File: config.mk
export PLATFORM = sky130hd
export DESIGN_NAME = lsm_sequencer
export DESIGN_NICKNAME = d
export VERILOG_FILES = /design/src/rtl/lsm_sequencer.sv
export SDC_FILE = /design/constraint.sdc
export NUM_CORES = 1
export LEC_CHECK = 0
export CAP_MARGIN = 40
export CELL_PAD_IN_SITES_DETAIL_PLACEMENT = 1
export CELL_PAD_IN_SITES_GLOBAL_PLACEMENT = 2
export CORE_AREA = 2 2 82 84
export CTS_CLUSTER_DIAMETER = 80
export CTS_CLUSTER_SIZE = 8
export DETAILED_ROUTE_END_ITERATION = 10
export DIE_AREA = 0 0 84 86
export DONT_BUFFER_PORTS = 1
export HOLD_SLACK_MARGIN = 0.06
export PLACE_DENSITY_LB_ADDON = 0.25
export SYNTH_ARGS = -nofsm -noshare
export SYNTH_HDL_FRONTEND = slang
export SYNTH_SLANG_ARGS = --single-unit
File: constraint.sdc
create_clock -name Clock -period 6.3 [get_ports Clock]
set_clock_uncertainty 0.2 [all_clocks]
set_input_delay 1.89 -clock Clock [delete_from_list [all_inputs] [get_ports Clock]]
set_output_delay 1.89 -clock Clock [all_outputs]
set_load 0.02 [all_outputs]
File: src/rtl/lsm_sequencer.sv
// Load/store-multiple sequencer: walks an 8-bit register list lowest-first and
// issues one data-memory access per selected register at consecutive addresses.
module lsm_sequencer #(
   parameter int REG_COUNT = 8,
   parameter int ADDR_STEP = 1,
   parameter int DATA_W    = 16,
   localparam int IDX_W    = $clog2(REG_COUNT),
   localparam int CNT_W    = $clog2(REG_COUNT + 1),
   localparam int ADDR_W   = 16
) (
   input  logic                 Clock,
   input  logic                 Reset_n,
   input  logic                 Start,
   input  logic                 Is_Store,
   input  logic [ADDR_W-1:0]    Base_Address,
   input  logic [REG_COUNT-1:0] Reg_List,
   output logic                 Busy,
   output logic                 Done,
   output logic [CNT_W-1:0]     Transfer_Count,
   output logic [IDX_W-1:0]     Rf_Read_Addr,
   input  logic [DATA_W-1:0]    Rf_Read_Data,
   output logic                 Rf_Write_En,
   output logic [IDX_W-1:0]     Rf_Write_Addr,
   output logic [DATA_W-1:0]    Rf_Write_Data,
   output logic [ADDR_W-1:0]    Mem_Address,
   output logic [DATA_W-1:0]    Mem_Write_Data,
   output logic                 Mem_Write_Read,
   input  logic [DATA_W-1:0]    Mem_Read_Data
);

   typedef enum logic [1:0] {
      IDLE = 2'd0,
      XFER = 2'd1,
      DONE = 2'd2
   } state_t;

   state_t                 state_p0;
   state_t                 state_d;
   logic [REG_COUNT-1:0]   pending_p0;
   logic [ADDR_W-1:0]      addr_p0;
   logic                   is_store_p0;
   logic [CNT_W-1:0]       count_p0;

   logic [IDX_W-1:0]       idx;
   logic [REG_COUNT-1:0]   pending_next;

   // Scan from the top down so the last hit is the lowest set bit.
   function automatic logic [IDX_W-1:0] lowest_idx(input logic [REG_COUNT-1:0] list);
      logic [IDX_W-1:0] r;
      r = '0;
      for (int i = REG_COUNT - 1; i >= 0; i--) begin
         if (list[i]) r = IDX_W'(i);
      end
      return r;
   endfunction

   assign idx          = lowest_idx(pending_p0);
   assign pending_next = pending_p0 & ~(REG_COUNT'(1) << idx);

   always_ff @(posedge Clock or negedge Reset_n) begin
      if (!Reset_n) begin
         state_p0    <= IDLE;
         pending_p0  <= '0;
         addr_p0     <= '0;
         is_store_p0 <= 1'b0;
         count_p0    <= '0;
      end else begin
         state_p0 <= state_d;
         case (state_p0)
            IDLE: begin
               if (Start) begin
                  pending_p0  <= Reg_List;
                  addr_p0     <= Base_Address;
                  is_store_p0 <= Is_Store;
                  count_p0    <= '0;
               end
            end
            XFER: begin
               pending_p0 <= pending_next;
               addr_p0    <= addr_p0 + ADDR_W'(ADDR_STEP);
               count_p0   <= count_p0 + CNT_W'(1);
            end
            default: ;
         endcase
      end
   end

   always_comb begin
      state_d = state_p0;
      case (state_p0)
         IDLE: begin
            if (Start) state_d = (Reg_List != '0) ? XFER : DONE;
         end
         XFER: begin
            if (pending_next == '0) state_d = DONE;
         end
         DONE:    state_d = IDLE;
         default: state_d = IDLE;
      endcase
   end

   // Outputs decode from the registered state only, so reset clears them at once.
   always_comb begin
      Busy           = (state_p0 == XFER) || (state_p0 == DONE);
      Done           = (state_p0 == DONE);
      Transfer_Count = count_p0;
      Rf_Read_Addr   = '0;
      Rf_Write_En    = 1'b0;
      Rf_Write_Addr  = '0;
      Rf_Write_Data  = '0;
      Mem_Address    = '0;
      Mem_Write_Data = '0;
      Mem_Write_Read = 1'b0;
      if (state_p0 == XFER) begin
         Mem_Address = addr_p0;
         if (is_store_p0) begin
            Rf_Read_Addr   = idx;
            Mem_Write_Data = Rf_Read_Data;
            Mem_Write_Read = 1'b1;
         end else begin
            Rf_Write_En   = 1'b1;
            Rf_Write_Addr = idx;
            Rf_Write_Data = Mem_Read_Data;
         end
      end
   end

endmodule

==> results.py, run 1 <==
metrics = {
    "clock_tree": {
        "cts_buffers": 5,
        "cts_tree": "done",
        "postCtsHoldBufs": 0,
        "cts_buffer_depth": 2,
        "post_cts_buffers": 0,
        "cts_resized": 0,
        "h-tree-depth": 2,
        "insertion_delay_ps": 280,
        "root_buffer": "clkbuf_8",
        "clk_transition_reported_paths_ps": 70,
        "cts_sinks": 31,
    },
    "detailed_routing": {
        "vias_per_cell": 5.99,
        "routed_wl_mm": 6.62,
        "drt.antenna.violating_nets": 0,
        "drtPass1Iterations": 4,
        "drt_iter0_drc": 116,
        "wl_per_cell_um": 18.9,
        "vias": 2101,
        "drcViolationCount": 0,
    },
    "critical_path": {
        "cpPeakStageDelay_ps": 410,
        "crit_required_ps": 4210,
        "arrival_ps": 2200,
        "crit_buf_inv": 3,
        "start_kind": "flip-flop",
        "cp_cell_sequence": "inv_1 > ha_2 > buf_4 > inv_2 > nor2_1",
        "crit_type": "reg -> out",
        "cp-end-kind": "primary output",
        "critPathTopFamily": "buffers and inverters",
        "critPathSlowestCell": "ha_2",
        "crit_fanout": 39,
    },
    "sta": {
        "fin_ws_ps": 2010,
        "worstMarginPinSlew_ps": 689,
        "hold_viol_final": 0,
        "grt_setup_unrepaired": "false",
        "period_share_pct": 68.1,
        "slew-limit-headroom_pct": 53.9,
        "report.final.setup_viol": 0,
        "fmax_mhz": 233,
        "fin_tns_setup_ps": 0,
        "slew_violations": 0,
        "min_period_ps": 4290,
    },
    "yosys": {
        "yosys_warnings": 0,
        "synth_nets": 346,
        "synth_cell_type_count": 48,
        "synth_flop_cell": "dfrtp_1",
        "netlist_area_sq_um": 2220,
        "async_reset_ff_share_pct": 100,
        "netlist_instances": 281,
        "synth-seq-cells": 31,
        "avgSynthCellArea_sq_um": 7.92,
        "synth_edf_count": 0,
        "yosysSeqAreaShare_pct": 34.9,
    },
    "floorplanning": {
        "die_height_um": 86,
        "rows": 29,
        "die_x_um": 84,
        "die-area_sq_um": 7220,
        "ios": 122,
        "core-area_sq_um": 6280,
        "start_util_pct": 35.4,
    },
    "layout": {
        "final_cell_mix": "and2_1 (32), dfrtp_1 (31), nand2_1 (23), nor2_1 (22), and3_1 (20)",
        "drive_above_1_share_pct": 6.20,
        "final_common_cell": "and2_1",
        "area_growth_pct": 6.69,
        "nNetsFinal": 338,
        "antenna_cells": 0,
    },
    "run_status": {
        "status": "finished clean",
    },
    "power": {
        "total_power_mw": 1.32,
        "leakage_nw": 1.04,
        "power_density_nw_per_um2": 558,
        "ir_drop_mv": 0.234,
    },
    "global_route": {
        "grt_usage_pct": 18.4,
        "grt-ovfl-total": 0,
        "grt_antenna_before_repair": 0,
        "grt_pass1_wl_mm": 10.6,
        "grt_max_degree": 40,
        "grt_pass1_vias": 1995,
    },
    "placed_design": {
        "finalWeightedCongestion": 0.745,
        "dp_hpwl_mm": 4.97,
        "pre_cts_slack_ps": 2020,
        "port_buffers": 0,
    },
    "min_path": {
        "hp-class": "reg -> reg",
    },
    "run": {
        "cap_violations": 0,
    },
}
==> layout make-up <==
type | instances | area [sq um]
fill | 766 | 3900
inverter | 11 | 41.3
clock buffer | 8 | 100
timing repair buffer | 3 | 22.5
multi-input combinational | 221 | 1340
sequential | 31 | 776
tap | 77 | 96.3
==> registers in the layout, summed over array words and instances, names as in the netlist <==
signal and count:
Transfer_Count 4, addr_p0 16, is_store_p0 1, pending_p0 8, state_p0 2
==> power by group <==
part	total [mW]	switching (mW)	internal, mW
clock	0.177	0.0773	0.0998
sequential	0.427	0.136	0.291
combinational	0.720	0.475	0.245
total	1.32	0.689	0.636
==> routing by layer <==
layer / global-route usage [%] / vias up / wire (um)
met4: 4.69 / 0 / 55
met2: 31.6 / 88 / 3260
met3: 5.39 / 6 / 461
li1: - / 995 / -
met1: 22.7 / 1012 / 2850
met5: 0 / - / 0
==> worst paths after layout <==
kind	startpoint	endpoint	slack (ps)	depth (start not counted)
max in group asynchronous	Reset_n	pending_p0[1]$_DFFE_PN0P_	4720	0
min in group asynchronous	Reset_n	addr_p0[5]$_DFFE_PN0P_	1090	0
worst max-delay path	state_p0[1]$_DFFE_PN0P_	Mem_Address[14]	2010	5
worst min-delay path	addr_p0[12]$_DFFE_PN0P_	addr_p0[12]$_DFFE_PN0P_	310	1
worst min register to register	addr_p0[12]$_DFFE_PN0P_	addr_p0[12]$_DFFE_PN0P_	310	1
worst max register to register	state_p0[1]$_DFFE_PN0P_	pending_p0[2]$_DFFE_PN0P_	3590	8
==> worst register-to-register path: stages, from the launching register on <==
cell and delay, ps:
dfrtp_1 380, inv_1 100, ha_2 410, buf_4 420, inv_2 230, o21ai_1 200, buf_4 290, o21ai_0 150
a22o_1 200
==> cells in the mapped netlist, types with 2 or more instances <==
cell type / count / area (sq um)
nor4_1: 2 / 12.5
and3_1: 20 / 125
o22ai_1: 9 / 56.3
dfrtp_1: 31 / 776
a21oi_1: 19 / 95.1
o21ai_0: 19 / 95.1
a21o_1: 2 / 15.0
nor2_1: 22 / 82.6
nand2b_1: 2 / 12.5
nor3_1: 5 / 25.0
inv_1: 10 / 37.5
a22o_1: 5 / 43.8
o31ai_1: 4 / 30.0
o221ai_1: 2 / 17.5
clkbuf_1: 14 / 52.6
mux2i_1: 5 / 50.1
a22oi_1: 3 / 22.5
nand2_1: 23 / 86.3
nand4_1: 4 / 25.0
nand3_1: 12 / 60.1
buf_2: 4 / 20.0
ha_1: 5 / 62.6
and2_1: 32 / 200
nor2b_1: 2 / 12.5
o21ai_1: 2 / 10.0
==> through the flow <==
step	utilization, %	cell area (sq um)	hold WS [ps]	cells
6_report	37.8	2370	310	351
5_1_grt	37.8	2370	344	351
4_1_cts	37.8	2370	316	351
3_5_place_dp	36.2	2270	306	343
3_3_place_gp	36.2	2270	292	343
2_1_floorplan	-	2220	255	281
==> logic make-up after synthesis <==
kind of cell    Yosys count  synth area share (%)
buf+inv                  29                  5.12
xor+xnor                  1                 0.394
compound gates           80                  23.3
simple gates            129                  30.8
mux                       6                  2.76
flops                    31                  34.9
fa+ha+maj                 5                  2.81
Power figures use the tool's default switching activity.
==> run 2: changes to the inputs <==
--- a/config.mk
+++ b/config.mk
@@ -5,14 +5,15 @@
 export SDC_FILE = /design/constraint.sdc
 export NUM_CORES = 1
 export LEC_CHECK = 0
+export ABC_AREA = 1
 export CAP_MARGIN = 40
 export CELL_PAD_IN_SITES_DETAIL_PLACEMENT = 1
 export CELL_PAD_IN_SITES_GLOBAL_PLACEMENT = 2
-export CORE_AREA = 2 2 82 84
+export CORE_AREA = 2 2 91 93
 export CTS_CLUSTER_DIAMETER = 80
 export CTS_CLUSTER_SIZE = 8
 export DETAILED_ROUTE_END_ITERATION = 10
-export DIE_AREA = 0 0 84 86
+export DIE_AREA = 0 0 93 95
 export DONT_BUFFER_PORTS = 1
 export HOLD_SLACK_MARGIN = 0.06
 export PLACE_DENSITY_LB_ADDON = 0.25
==> constraint.sdc (replaced) <==
create_clock -name Clock -period 4.4 [get_ports Clock]
set_clock_uncertainty 0.2 [all_clocks]
set_input_delay 1.32 -clock Clock [delete_from_list [all_inputs] [get_ports Clock]]
set_output_delay 1.32 -clock Clock [all_outputs]
set_load 0.02 [all_outputs]
==> run 2 against run 1 <==
Die area increased by 22%. Combinational power rose by 69%. Worst hold slack worse by 0.62 ps. Global-route usage shrank 1.8 points. Sequential cell count unchanged. Core utilization fell by 1.6 points. Critical path depth rose by 2. Non-clock buffer count increased by 39. Area after synthesis rose by 7.4%. Sequential share of layout area shrank 5.7 points. Critical path type unchanged.
==> results.py, run 2 <==
metrics = {
    "critical_path": {
        "crit_fanout": 25,
        "arrival_ps": 2360,
        "crit_type": "reg -> out",
        "critPathSlowestCell": "ha_1",
        "crit_required_ps": 2880,
        "start_kind": "flip-flop",
        "cp-end-kind": "primary output",
        "cp_cell_sequence": "inv_1 > ha_1 > inv_2 > nor2_1 > inv_2 > nor2_1 > buf_4",
        "cpPeakStageDelay_ps": 490,
    },
    "placed_design": {
        "port_buffers": 0,
        "finalWeightedCongestion": 0.809,
        "pre_cts_slack_ps": 803,
        "dp_hpwl_mm": 5.67,
    },
    "yosys": {
        "synth_top_cell_area_share_pct": 32.5,
        "netlist_top_cells_count": "inv_1 (85), nand2_1 (68), nor2_1 (54)",
        "synth_flop_cell": "dfrtp_1",
        "yosys_warnings": 0,
        "async_reset_ff_share_pct": 100,
        "synth_nets": 441,
        "synth-seq-cells": 31,
        "avgSynthCellArea_sq_um": 6.35,
        "netlist_instances": 376,
        "synthTopCellsByArea": "dfrtp_1 (32%), inv_1 (13%), nand2_1 (11%), nor2_1 (8.5%), o21ai_0 (6.5%)",
        "yosysMostFrequentCell": "inv_1",
        "yosysTopAreaCell": "dfrtp_1",
        "synth_edf_count": 0,
        "synth_cell_type_count": 35,
        "netlist_area_sq_um": 2390,
        "yosysSeqAreaShare_pct": 32.5,
    },
    "clock_tree": {
        "cts_tree": "done",
        "cts_sinks": 31,
        "cts_buffers": 5,
        "root_buffer": "clkbuf_8",
        "post_cts_buffers": 0,
        "clk_transition_reported_paths_ps": 60,
        "insertion_delay_ps": 290,
        "h-tree-depth": 2,
        "postCtsHoldBufs": 0,
        "cts_buffer_depth": 2,
        "cts_resized": 0,
    },
    "detailed_routing": {
        "drt.antenna.violating_nets": 0,
        "drtPass1Iterations": 4,
        "vias_per_cell": 4.81,
        "drcViolationCount": 0,
        "routed_wl_mm": 7.31,
        "vias": 2480,
        "drt_iter0_drc": 55,
        "wl_per_cell_um": 14.2,
    },
    "sta": {
        "worstMarginPinSlew_ps": 611,
        "slew-limit-headroom_pct": 59.2,
        "slew_violations": 0,
        "fin_tns_setup_ps": 0,
        "hold_viol_final": 0,
        "min_period_ps": 3880,
        "fin_ws_ps": 524,
        "fmax_mhz": 258,
        "report.final.setup_viol": 0,
        "period_share_pct": 88.1,
        "grt_setup_unrepaired": "false",
    },
    "power": {
        "power_density_nw_per_um2": 701,
        "leakage_nw": 1.61,
        "ir_drop_mv": 0.224,
    },
    "floorplanning": {
        "die-area_sq_um": 8840,
        "core-area_sq_um": 7930,
        "ios": 122,
        "rows": 33,
        "die_height_um": 95,
        "start_util_pct": 30.1,
        "die_x_um": 93,
    },
    "run_status": {
        "status": "finished clean",
    },
    "global_route": {
        "grt_usage_pct": 16.6,
        "grt_antenna_before_repair": 0,
        "grt_pass1_vias": 2375,
        "grt_max_degree": 33,
        "grt_pass1_wl_mm": 11.5,
        "grt-ovfl-total": 0,
    },
    "min_path": {
        "hp-class": "reg -> reg",
    },
    "layout": {
        "largest_reg_flops": 16,
        "fillers": 1043,
        "top_register": "addr_p0",
        "final_common_cell": "inv_1",
        "area_growth_pct": 20.2,
        "nNetsFinal": 476,
        "drive_above_1_share_pct": 16.5,
        "final_cell_mix": "inv_1 (85), nand2_1 (68), nor2_1 (54), buf_4 (41)",
        "antenna_cells": 0,
    },
    "run": {
        "cap_violations": 0,
    },
}
## run 2: changes by cell type after synthesis, sizes merged, moves of 5 or more
cell	before	now
nand3	12	18
o21ai	21	33
inv	11	89
o22ai	9	4
nand2	23	72
and2	32	0
clkbuf	14	7
and3	20	2
nor2	22	58
o211ai	0	8
## run 2: report_power, final
group | leakage [nW] | switching [mW] | internal, mW | total, mW
logic | 1.18 | 0.823 | 0.394 | 1.22
clock network | 0.0470 | 0.115 | 0.123 | 0.238
registers | 0.382 | 0.139 | 0.420 | 0.559
## run 2: area by class of cell
cell class / count / area, sq um / share of cell area (%)
clock buffers: 6 / 82.6 / 2.88
repair buffers: 42 / 323 / 11.2
well taps: 105 / 131 / 4.58
inverters: 89 / 334 / 11.6
clock inverters: 1 / 5.00 / 0.174
flip-flops and latches: 31 / 776 / 27.0
multi-input cells: 242 / 1220 / 42.5
## run 2: metal layers
| metal | GRT usage, % | vias to the layer above | share of wire [%] | wire (um) |
|---|---|---|---|---|
| li1 | - | 1228 | - | - |
| met1 | 19.4 | 1148 | 43 | 3130 |
| met2 | 30.2 | 98 | 48 | 3500 |
| met3 | 4.15 | 6 | 8.2 | 603 |
| met4 | 4.78 | 0 | 1.1 | 83 |
| met5 | 0 | - | 0 | 0 |
## run 2: final timing paths
kind                                    startpoint                       endpoint  slack (ps)  cells past startpoint
max in group asynchronous                  Reset_n  Transfer_Count[3]$_DFFE_PN0P_        3400                      0
min reg2reg                state_p0[0]$_DFFE_PN0P_        state_p0[0]$_DFFE_PN0P_         310                      2
min in group asynchronous                  Reset_n         addr_p0[7]$_DFFE_PN0P_         510                      0
max reg2reg                state_p0[1]$_DFFE_PN0P_         addr_p0[3]$_DFFE_PN0P_        1290                     10
min                        state_p0[0]$_DFFE_PN0P_        state_p0[0]$_DFFE_PN0P_         310                      2
max                        state_p0[1]$_DFFE_PN0P_              Rf_Write_Data[13]         520                      7
## run 2: worst max-delay path: cells and delay by family (launching register included)
kind | cells | cell delay [ps]
buf+inv | 4 | 770
fa+ha+maj | 1 | 490
simple gates | 2 | 410
flops | 1 | 400
## run 2: logic make-up after synthesis
group	synth area share, %
AOI/OAI and AO/OA	18.4
adders and majority gates	2.62
buffers and inverters	16.5
DFF	32.5
muxes	0.891
and+or+nand+nor	29.1
## run 2: stage by stage
stage | utilization [%] | power (mW) | cells | instance area, sq um | hold slack, ps
2_1_floorplan | - | 1.45 | 376 | 2390 | 266
4_1_cts | 36.2 | 2.05 | 516 | 2870 | 317
3_3_place_gp | 34.9 | 1.76 | 508 | 2770 | 281
6_report | 36.2 | 2.01 | 516 | 2870 | 310
5_1_grt | 36.2 | 2.22 | 516 | 2870 | 362
3_5_place_dp | 35.1 | 1.80 | 509 | 2780 | 300
==> run 3: changes to the inputs <==
--- a/config.mk
+++ b/config.mk
@@ -9,11 +9,11 @@
 export CAP_MARGIN = 40
 export CELL_PAD_IN_SITES_DETAIL_PLACEMENT = 1
 export CELL_PAD_IN_SITES_GLOBAL_PLACEMENT = 2
-export CORE_AREA = 2 2 91 93
+export CORE_AREA = 2 2 66 130
 export CTS_CLUSTER_DIAMETER = 80
 export CTS_CLUSTER_SIZE = 8
 export DETAILED_ROUTE_END_ITERATION = 10
-export DIE_AREA = 0 0 93 95
+export DIE_AREA = 0 0 68 132
 export DONT_BUFFER_PORTS = 1
 export HOLD_SLACK_MARGIN = 0.06
 export PLACE_DENSITY_LB_ADDON = 0.25
==> run 3 against run 2 <==
Sequential power is essentially flat. Cell area is 0.83% higher. Global-route usage grew 0.90 points. Final cell count shrank 1.7%. Critical endpoint is now Rf_Write_Addr[0]. Critical path depth unchanged. Die area increased by 1.6%. Count of clock-buffer cells in the layout increased by 1. Worst hold slack better by 3.4 ps. Register-to-register slack gained 760 ps. Core utilization rose by 0.23 points.
==> results.py, run 3 (synthesized netlist as in run 2, its figures left out) <==
metrics = {
    "floorplanning": {
        "ios": 122,
        "die_x_um": 68,
        "die-area_sq_um": 8980,
        "core-area_sq_um": 7940,
        "rows": 46,
        "die_height_um": 132,
        "start_util_pct": 30.1,
    },
    "critical_path": {
        "timing.rr.start": "state_p0[1]$_DFFE_PN0P_",
        "reg2regPathDepth": 7,
        "cp_cell_sequence": "inv_1 > ha_1 > inv_2 > nor2_1 > inv_2 > nor2_1 > buf_4",
        "rrSetupSlack_ps": 2050,
        "critPathTopFamily": "buffers and inverters",
        "critPathSlowestCell": "inv_2",
        "cpPeakStageDelay_ps": 390,
        "cp-end-kind": "primary output",
        "crit_required_ps": 2880,
        "arrival_ps": 2010,
        "crit_type": "reg -> out",
        "start_kind": "flip-flop",
        "crit_fanout": 25,
        "crit_buf_inv": 4,
        "reg2reg_to": "addr_p0[2]$_DFFE_PN0P_",
    },
    "power": {
        "p_clk_share_pct": 15.9,
        "leakage_nw": 1.63,
        "ir_drop_mv": 0.230,
        "switching_share_pct": 51.7,
        "power_frac_seq_pct": 26.6,
        "p_sw_mw": 1.08,
        "power_density_nw_per_um2": 723,
        "power.internal_mw": 1.01,
        "pwr-share-comb_pct": 57.5,
    },
    "sta": {
        "grt_setup_unrepaired": "false",
        "slew-limit-headroom_pct": 60.7,
        "period_share_pct": 80.2,
        "report.final.setup_viol": 0,
        "min_period_ps": 3530,
        "hold_ws_ps": 313,
        "fin_tns_setup_ps": 0,
        "worstMarginPinSlew_ps": 588,
        "hold_viol_final": 0,
        "fin_ws_ps": 870,
        "slew_violations": 0,
        "fmax_mhz": 283,
    },
    "clock_tree": {
        "post_cts_buffers": 0,
        "root_buffer": "clkbuf_16",
        "insertion_delay_ps": 280,
        "clk_transition_reported_paths_ps": 50,
        "cts_buffer_depth": 2,
        "cts_tree": "done",
        "cts_sinks": 31,
        "h-tree-depth": 2,
        "postCtsHoldBufs": 0,
        "cts_resized": 0,
        "cts_buffers": 5,
    },
    "detailed_routing": {
        "drt.antenna.violating_nets": 0,
        "routed_wl_mm": 7.59,
        "vias": 2487,
        "drt_iter0_drc": 52,
        "vias_per_cell": 4.91,
        "drcViolationCount": 0,
        "wl_per_cell_um": 15.0,
        "drtPass1Iterations": 4,
    },
    "min_path": {
        "hp-class": "reg -> reg",
        "hold_start": "state_p0[0]$_DFFE_PN0P_",
        "hold_depth": 2,
        "holdPathEnd": "state_p0[0]$_DFFE_PN0P_",
    },
    "layout": {
        "final_cell_mix": "inv_1 (85), nand2_1 (68), nor2_1 (54), buf_4 (41)",
        "area_growth_pct": 21.2,
        "stdcell_count": 507,
        "top_register": "addr_p0",
        "drive_above_1_share_pct": 16.1,
        "antenna_cells": 0,
        "final_common_cell": "inv_1",
        "design_area_sq_um": 2890,
        "largest_reg_flops": 16,
        "nNetsFinal": 475,
    },
    "placed_design": {
        "dp_hpwl_mm": 6.04,
        "dp.cells": 499,
        "finalWeightedCongestion": 0.788,
        "port_buffers": 0,
        "placed_cell_area_sq_um": 2760,
        "pre_cts_slack_ps": 1100,
    },
    "global_route": {
        "grt_antenna_before_repair": 0,
        "grt_usage_pct": 17.5,
        "grt_max_degree": 44,
        "grt-ovfl-total": 0,
        "grt_pass1_vias": 2519,
        "grt_pass1_wl_mm": 11.9,
    },
    "run": {
        "cap_violations": 0,
    },
    "run_status": {
        "status": "finished clean",
    },
}
[run 3: changes by cell type in the layout (fill, tap and decap cells not counted)]
cell	delta
clkbuf_8	-6
clkbuf_16	+5
clkbuf_1	+2
buf_8	-1
[run 3: layer usage]
metal | track usage [%] | part of all wire [%] | wire, um | vias to the layer above
met4 | 6.00 | 1.7 | 128 | 0
met1 | 16.4 | 34 | 2600 | 1156
li1 | - | - | - | 1230
met2 | 34.6 | 57 | 4360 | 94
met3 | 3.50 | 6.5 | 496 | 7
met5 | 0 | 0 | 0 | -
[run 3: worst min-delay path, delay by kind of cell (launching register included)]
| kind | cells | cell delay (ps) |
|---|---|---|
| DFF | 1 | 370 |
| and+or+nand+nor | 2 | 120 |
[run 3: layout make-up]
class	count	area (sq um)
timing repair buffer	41	308
fill	1050	5050
inverter	89	334
tap	96	120
clock inverter	1	5.00
multi-input combinational	242	1220
sequential	31	776
clock buffer	7	133
[run 3: through the flow]
step	utilization [%]	power [mW]
finish	36.4	2.09
global route	36.4	2.30
CTS	36.4	2.13
detailed placement	34.7	1.79
global placement	34.7	1.76
floorplan	-	1.45
[run 3: worst max-delay path by stage]
stage                                 start           endpoint  slack (ps)  cells after the start
finish              state_p0[1]$_DFFE_PN0P_   Rf_Write_Addr[0]         870                      7
global route        state_p0[1]$_DFFE_PN0P_   Rf_Write_Addr[0]         630                      7
CTS                 state_p0[1]$_DFFE_PN0P_   Rf_Write_Addr[0]         810                      7
detailed placement  state_p0[1]$_DFFE_PN0P_   Rf_Write_Addr[0]        1100                      7
global placement    state_p0[1]$_DFFE_PN0P_   Rf_Write_Addr[0]        1170                      7
floorplan           state_p0[1]$_DFFE_PN0P_  Rf_Write_Data[10]        1060                      8
[run 3: power by group through the flow]
stage                     Clock, mW  Sequential, mW  Combinational [mW]
after floorplan                   0           0.528               0.924
after global placement            0           0.560                1.20
after detailed placement          0           0.564                1.23
after CTS                     0.341           0.561                1.23
after global routing          0.352           0.582                1.37
final                         0.333           0.557                1.20
